**src/rtl/match_frame_scheduler.sv**
```systemverilog
// Per-frame control sequencer for the keypoint matcher: frames the keypoint stream, gates the
// matcher's keypoint flag, strobes the matcher end after a settle delay and reports frame totals.
`timescale 1ns/1ps
module match_frame_scheduler #(
  parameter logic [11:0] MAX_KEYS       = 12'd500,
  parameter logic [7:0]  SCORE_MIN      = 8'd0,
  parameter logic [7:0]  END_DELAY      = 8'd4,
  parameter logic [19:0] TIMEOUT_CYCLES = 20'd500000
) (
  input  logic        i_clk,
  input  logic        i_rst,
  input  logic        i_frame_start,
  input  logic        i_frame_end,
  input  logic        i_kp_valid,
  input  logic [7:0]  i_kp_score,
  input  logic        i_match_valid,
  input  logic        i_match_end,
  output logic        o_match_flag,
  output logic        o_match_start,
  output logic        o_match_end,
  output logic        o_busy,
  output logic        o_frame_done,
  output logic        o_timeout,
  output logic        o_overrun,
  output logic [11:0] o_kp_count,
  output logic [11:0] o_drop_count,
  output logic [11:0] o_match_count
);

  typedef enum logic [2:0] {StIdle, StCollect, StFlush, StWaitMatch, StDone} state_e;

  state_e      state_q, state_d;
  logic [11:0] kp_cnt_q, kp_cnt_d;
  logic [11:0] drop_cnt_q, drop_cnt_d;
  logic [11:0] match_cnt_q, match_cnt_d;
  logic [7:0]  delay_q, delay_d;
  logic [19:0] timer_q, timer_d;
  logic        start_q, start_d;
  logic        end_q, end_d;
  logic        done_q, done_d;
  logic        timeout_q, timeout_d;
  logic        overrun_q, overrun_d;
  logic [11:0] sum_kp_q, sum_kp_d;
  logic [11:0] sum_drop_q, sum_drop_d;
  logic [11:0] sum_match_q, sum_match_d;

  logic [8:0]  score_diff;
  logic        score_ok;
  logic        flag;
  logic        match_window;

  function automatic logic [11:0] sat_inc(input logic [11:0] v);
    return (v == 12'hFFF) ? v : v + 12'd1;
  endfunction

  // Sign of the widened difference avoids a constant compare when SCORE_MIN is zero.
  assign score_diff   = {1'b0, i_kp_score} - {1'b0, SCORE_MIN};
  assign score_ok     = ~score_diff[8];
  assign flag         = i_kp_valid & (state_q == StCollect) & score_ok & (kp_cnt_q < MAX_KEYS);
  assign match_window = (state_q == StCollect) || (state_q == StFlush) ||
                        (state_q == StWaitMatch);

  always_comb begin
    state_d     = state_q;
    kp_cnt_d    = kp_cnt_q;
    drop_cnt_d  = drop_cnt_q;
    match_cnt_d = match_cnt_q;
    delay_d     = delay_q;
    timer_d     = timer_q;
    start_d     = 1'b0;
    end_d       = 1'b0;
    done_d      = 1'b0;
    timeout_d   = 1'b0;
    overrun_d   = i_frame_start && (state_q != StIdle);
    sum_kp_d    = sum_kp_q;
    sum_drop_d  = sum_drop_q;
    sum_match_d = sum_match_q;

    if ((state_q == StCollect) && i_kp_valid) begin
      if (flag) kp_cnt_d = sat_inc(kp_cnt_q);
      else      drop_cnt_d = sat_inc(drop_cnt_q);
    end
    if (match_window && i_match_valid) match_cnt_d = sat_inc(match_cnt_q);

    unique case (state_q)
      StIdle: begin
        if (i_frame_start) begin
          start_d     = 1'b1;
          kp_cnt_d    = '0;
          drop_cnt_d  = '0;
          match_cnt_d = '0;
          if (i_frame_end) begin
            state_d = StFlush;
            delay_d = '0;
            end_d   = (END_DELAY == 8'd0);
          end else begin
            state_d = StCollect;
          end
        end
      end
      StCollect: begin
        if (i_frame_end) begin
          state_d = StFlush;
          delay_d = '0;
          end_d   = (END_DELAY == 8'd0);
        end
      end
      StFlush: begin
        // The end strobe lands on the last FLUSH cycle.
        if (delay_q == END_DELAY) begin
          state_d = StWaitMatch;
          timer_d = '0;
        end else begin
          delay_d = delay_q + 8'd1;
          end_d   = ((delay_q + 8'd1) == END_DELAY);
        end
      end
      StWaitMatch: begin
        if (i_match_end || ((timer_q + 20'd1) >= TIMEOUT_CYCLES)) begin
          state_d     = StDone;
          done_d      = 1'b1;
          timeout_d   = ~i_match_end;
          sum_kp_d    = kp_cnt_d;
          sum_drop_d  = drop_cnt_d;
          sum_match_d = match_cnt_d;
        end else begin
          timer_d = timer_q + 20'd1;
        end
      end
      StDone: begin
        state_d = StIdle;
      end
      default: begin
        state_d = StIdle;
      end
    endcase
  end

  always_ff @(posedge i_clk) begin
    if (i_rst) begin
      state_q     <= StIdle;
      kp_cnt_q    <= '0;
      drop_cnt_q  <= '0;
      match_cnt_q <= '0;
      delay_q     <= '0;
      timer_q     <= '0;
      start_q     <= 1'b0;
      end_q       <= 1'b0;
      done_q      <= 1'b0;
      timeout_q   <= 1'b0;
      overrun_q   <= 1'b0;
      sum_kp_q    <= '0;
      sum_drop_q  <= '0;
      sum_match_q <= '0;
    end else begin
      state_q     <= state_d;
      kp_cnt_q    <= kp_cnt_d;
      drop_cnt_q  <= drop_cnt_d;
      match_cnt_q <= match_cnt_d;
      delay_q     <= delay_d;
      timer_q     <= timer_d;
      start_q     <= start_d;
      end_q       <= end_d;
      done_q      <= done_d;
      timeout_q   <= timeout_d;
      overrun_q   <= overrun_d;
      sum_kp_q    <= sum_kp_d;
      sum_drop_q  <= sum_drop_d;
      sum_match_q <= sum_match_d;
    end
  end

  assign o_match_flag  = flag;
  assign o_match_start = start_q;
  assign o_match_end   = end_q;
  assign o_busy        = (state_q != StIdle);
  assign o_frame_done  = done_q;
  assign o_timeout     = timeout_q;
  assign o_overrun     = overrun_q;
  assign o_kp_count    = sum_kp_q;
  assign o_drop_count  = sum_drop_q;
  assign o_match_count = sum_match_q;

endmodule

```
**config.mk**
```make
export PLATFORM = sky130hd
export DESIGN_NAME = match_frame_scheduler
export DESIGN_NICKNAME = d
export VERILOG_FILES = /design/src/rtl/match_frame_scheduler.sv
export SDC_FILE = /design/constraint.sdc
export NUM_CORES = 1
export LEC_CHECK = 0
export BUFFER_PORTS_ARGS = -buffer_cell sky130_fd_sc_hd__buf_2
export CORE_ASPECT_RATIO = 1.75
export CORE_MARGIN = 4
export CORE_UTILIZATION = 35
export DETAILED_ROUTE_END_ITERATION = 16
export PLACE_DENSITY = 0.48
export RECOVER_POWER = 100
export SLEW_MARGIN = 20
export SYNTH_ARGS = -nofsm -noshare
export SYNTH_HDL_FRONTEND = slang
export SYNTH_SLANG_ARGS = --single-unit
export TNS_END_PERCENT = 100
```
**constraint.sdc**
```tcl
create_clock -name i_clk -period 2.97 [get_ports i_clk]
set_input_delay 0.297 -clock i_clk [delete_from_list [all_inputs] [get_ports i_clk]]
set_output_delay 0.297 -clock i_clk [all_outputs]
set_load 0.02 [all_outputs]
```
==> impl_metrics.ini <==
[sta]
maxSlewViolCount = 0
slew_headroom_pct = 0.748
setup_viol = 0
tightest_slew_ns = 1.49
clock.fmax_mhz = 358
rsz0062_at_grt = no
hold_viol_final = 0
finalCritPeriodShare_pct = 94.1
fin_skew_ns = 0.0120
post-route-min-period_ns = 2.80
fin_tns_setup_ns = 0

[global_routing]
grt-ovfl-total = 0
grt_use_total_pct = 15.6
grt_max_degree = 37
antenna_found_initial = 0
grt_pass1_vias = 4397
grt_pass1_wl_um = 21300

[drt]
avgRoutedWirePerCell_um = 15.6
drt_first_pass_iters = 5
vias = 4357
drt-initial-drc-count = 138
ant_nets = 0
drcViolationCount = 0
wl_um = 12700
route.detailed.vias_per_inst = 5.33

[synth]
ys_ff_latch = 108
synth_flop_cell = dfxtp_1
postSynthNetCount = 607
syn_area_um2 = 5070
yosys_warnings = 0
synth_top_area_share_pct = 42.7
netlist_instances = 586
ys_top_cells_by_count = dfxtp_1 (108), nor2_1 (75), a21oi_1 (45)
synth_area_per_cell_um2 = 8.65
synth_area_leader_cell = dfxtp_1
synth_edf_count = 0
yosys.cell_count.top_type = dfxtp_1
synthTopCellsByArea = dfxtp_1 (43%), nor2_1 (5.6%), a21oi_1 (4.4%), xor2_1 (3.5%), nand3_1 (3.0%)
ys_seq_area_share_pct = 42.7
synthArstFlopShare_pct = 0
ys_types = 55

[finish]
register_area_um2 = 2160
fill_cells = 1440
antenna_cells = 0
fin_nets = 657
syn_to_final_growth_pct = 13.8
drive_gt1_share_pct = 10.9
final_util_pct = 41.0
multiInputGateArea_um2 = 2610

[floorplanning]
initial_utilization_pct = 36.1
fp-row-count = 57
ios = 58
die_x_um = 98.9
coreArea_um2 = 14000
die_h_um = 167
dieArea_um2 = 16500

[setup_path]
path_buf_inv = 1
cp.arrival_ns = 3.05
cp.required_ns = 3.22
crit_path_start_kind = flop
end_kind = flop
max_stage_delay_ns = 0.47
critPathKind = flop to flop
cp.depth = 9
cpMaxStageDelayCell = or4_1
crit_fanout = 11
path_cells = and3_1, nand4_1, or2_0, o31ai_2, nor4_4, a21o_1, buf_4, or4_1, a31oi_1
reg2reg_depth = 9
cp_top_family = simple AND/OR/NAND/NOR gates

[worst_hold_path]
hold_depth = 2
hold_path.class = primary input to flop

[clock_tree]
cts_buffers = 9
clock_sinks = 108
clock_path_buffers = 2
h-tree-depth = 3
clk_latency_ns = 0.35
clkTransAtPathRegs_ns = 0.07
cts_tree = done
root_buffer = clkbuf_16

[placed_design]
io_buffers = 49
hpwl_um = 9150
gp_congestion = 0.877

[pwr]
p_leak_uw = 0.00195
p_per_area_nw_per_um2 = 492
max-vdd-ir-drop_uv = 255

[run_status]
violations = max-capacitance violations
status = complete, but fails checks

[run]
maxCapViolCount = 1
==> path summary, 6_finish.rpt <==
path | start | endpoint | slack, ns
setup / recovery | timer_q[3] | timer_q[11] | 0.17
hold / removal | i_match_end | o_timeout | 0.15
setup reg to reg | timer_q[3] | timer_q[11] | 0.17
hold reg to reg | kp_cnt_q[9] | kp_cnt_q[9] | 0.45
==> routing by layer <==
layer	part of all wire [%]	GRT usage (%)
met1	41	17.5
met2	53	28.8
met3	3.4	2.66
met4	2.4	6.00
met5	0	0
==> through the flow <==
stage / total power, uW / hold WS, ns / worst slack, ns / area [um^2] / cells
final: 2840 / 0.146 / 0.174 / 5770 / 817
after global routing: 2960 / 0.137 / 0.00286 / 5770 / 817
after CTS: 2890 / 0.129 / 0.00827 / 5820 / 816
after detailed placement: 1720 / 0.437 / 0.0560 / 5540 / 801
after global placement: 1710 / 0.434 / 0.102 / 5540 / 801
after floorplan: 1650 / 0.376 / 0.478 / 5070 / 586
==> area by class of cell <==
type                            count  area share [%]
Inverter                           15           0.977
Timing Repair Buffer               79            7.47
Clock buffer                       10            4.14
Clock inverter                      5           0.781
Tap cell                          177            3.84
Sequential cell                   108            37.5
Multi-Input combinational cell    423            45.3
==> sequential cells by signal, indices dropped and copies added (netlist names) <==
signal / count
o_match_count: 12
state_q: 3
o_overrun: 1
o_kp_count: 12
o_frame_done: 1
drop_cnt_q: 12
match_cnt_q: 12
o_match_start: 1
o_match_end: 1
o_timeout: 1
kp_cnt_q: 12
delay_q: 8
o_drop_count: 12
timer_q: 20
==> cell families after synthesis <==
logic type,share of synthesized area [%]
compound gates,19.7
xor+xnor,5.88
fa+ha+maj,1.48
buf+inv,5.80
flops,42.7
mux,1.19
simple gates,23.3
==> power by group <==
group	internal (uW)	switching (uW)
Sequential	1460	12.9
Combinational	56.5	138
Clock	602	565
==> layout by cell type, fill, tap and decap left out, types with 9 or more instances in the layout <==
cell and n:
inv_1 15, and3_1 12, clkbuf_16 9, nand2_1 36, xor2_1 20, nor2_1 74, nor2b_1 12, a21oi_1 45
dfxtp_1 107, nand3_1 30, a211oi_2 9, nor3_1 10, nand4_1 16, buf_4 24, clkbuf_1 46, a211oi_1 20
xnor2_1 14, o31ai_1 11, o21ai_0 25
==> worst register-to-register path, delay by kind of cell (launching register included) <==
kind	cells	cell delay, ns
AND/OR/NAND/NOR	5	1.36
AO/OA/AOI/OAI	3	0.72
flip-flops	1	0.44
buffers and inverters	1	0.19
==> repair_timing <==
action,4_1_cts,5_1_grt
hold buffers,0,0
endpoints found under the setup margin,0,26
gates resized for setup,0,5
endpoints found under the hold margin,0,0
setup buffers,0,1
Note: power is estimated with default switching activity, not from simulation.
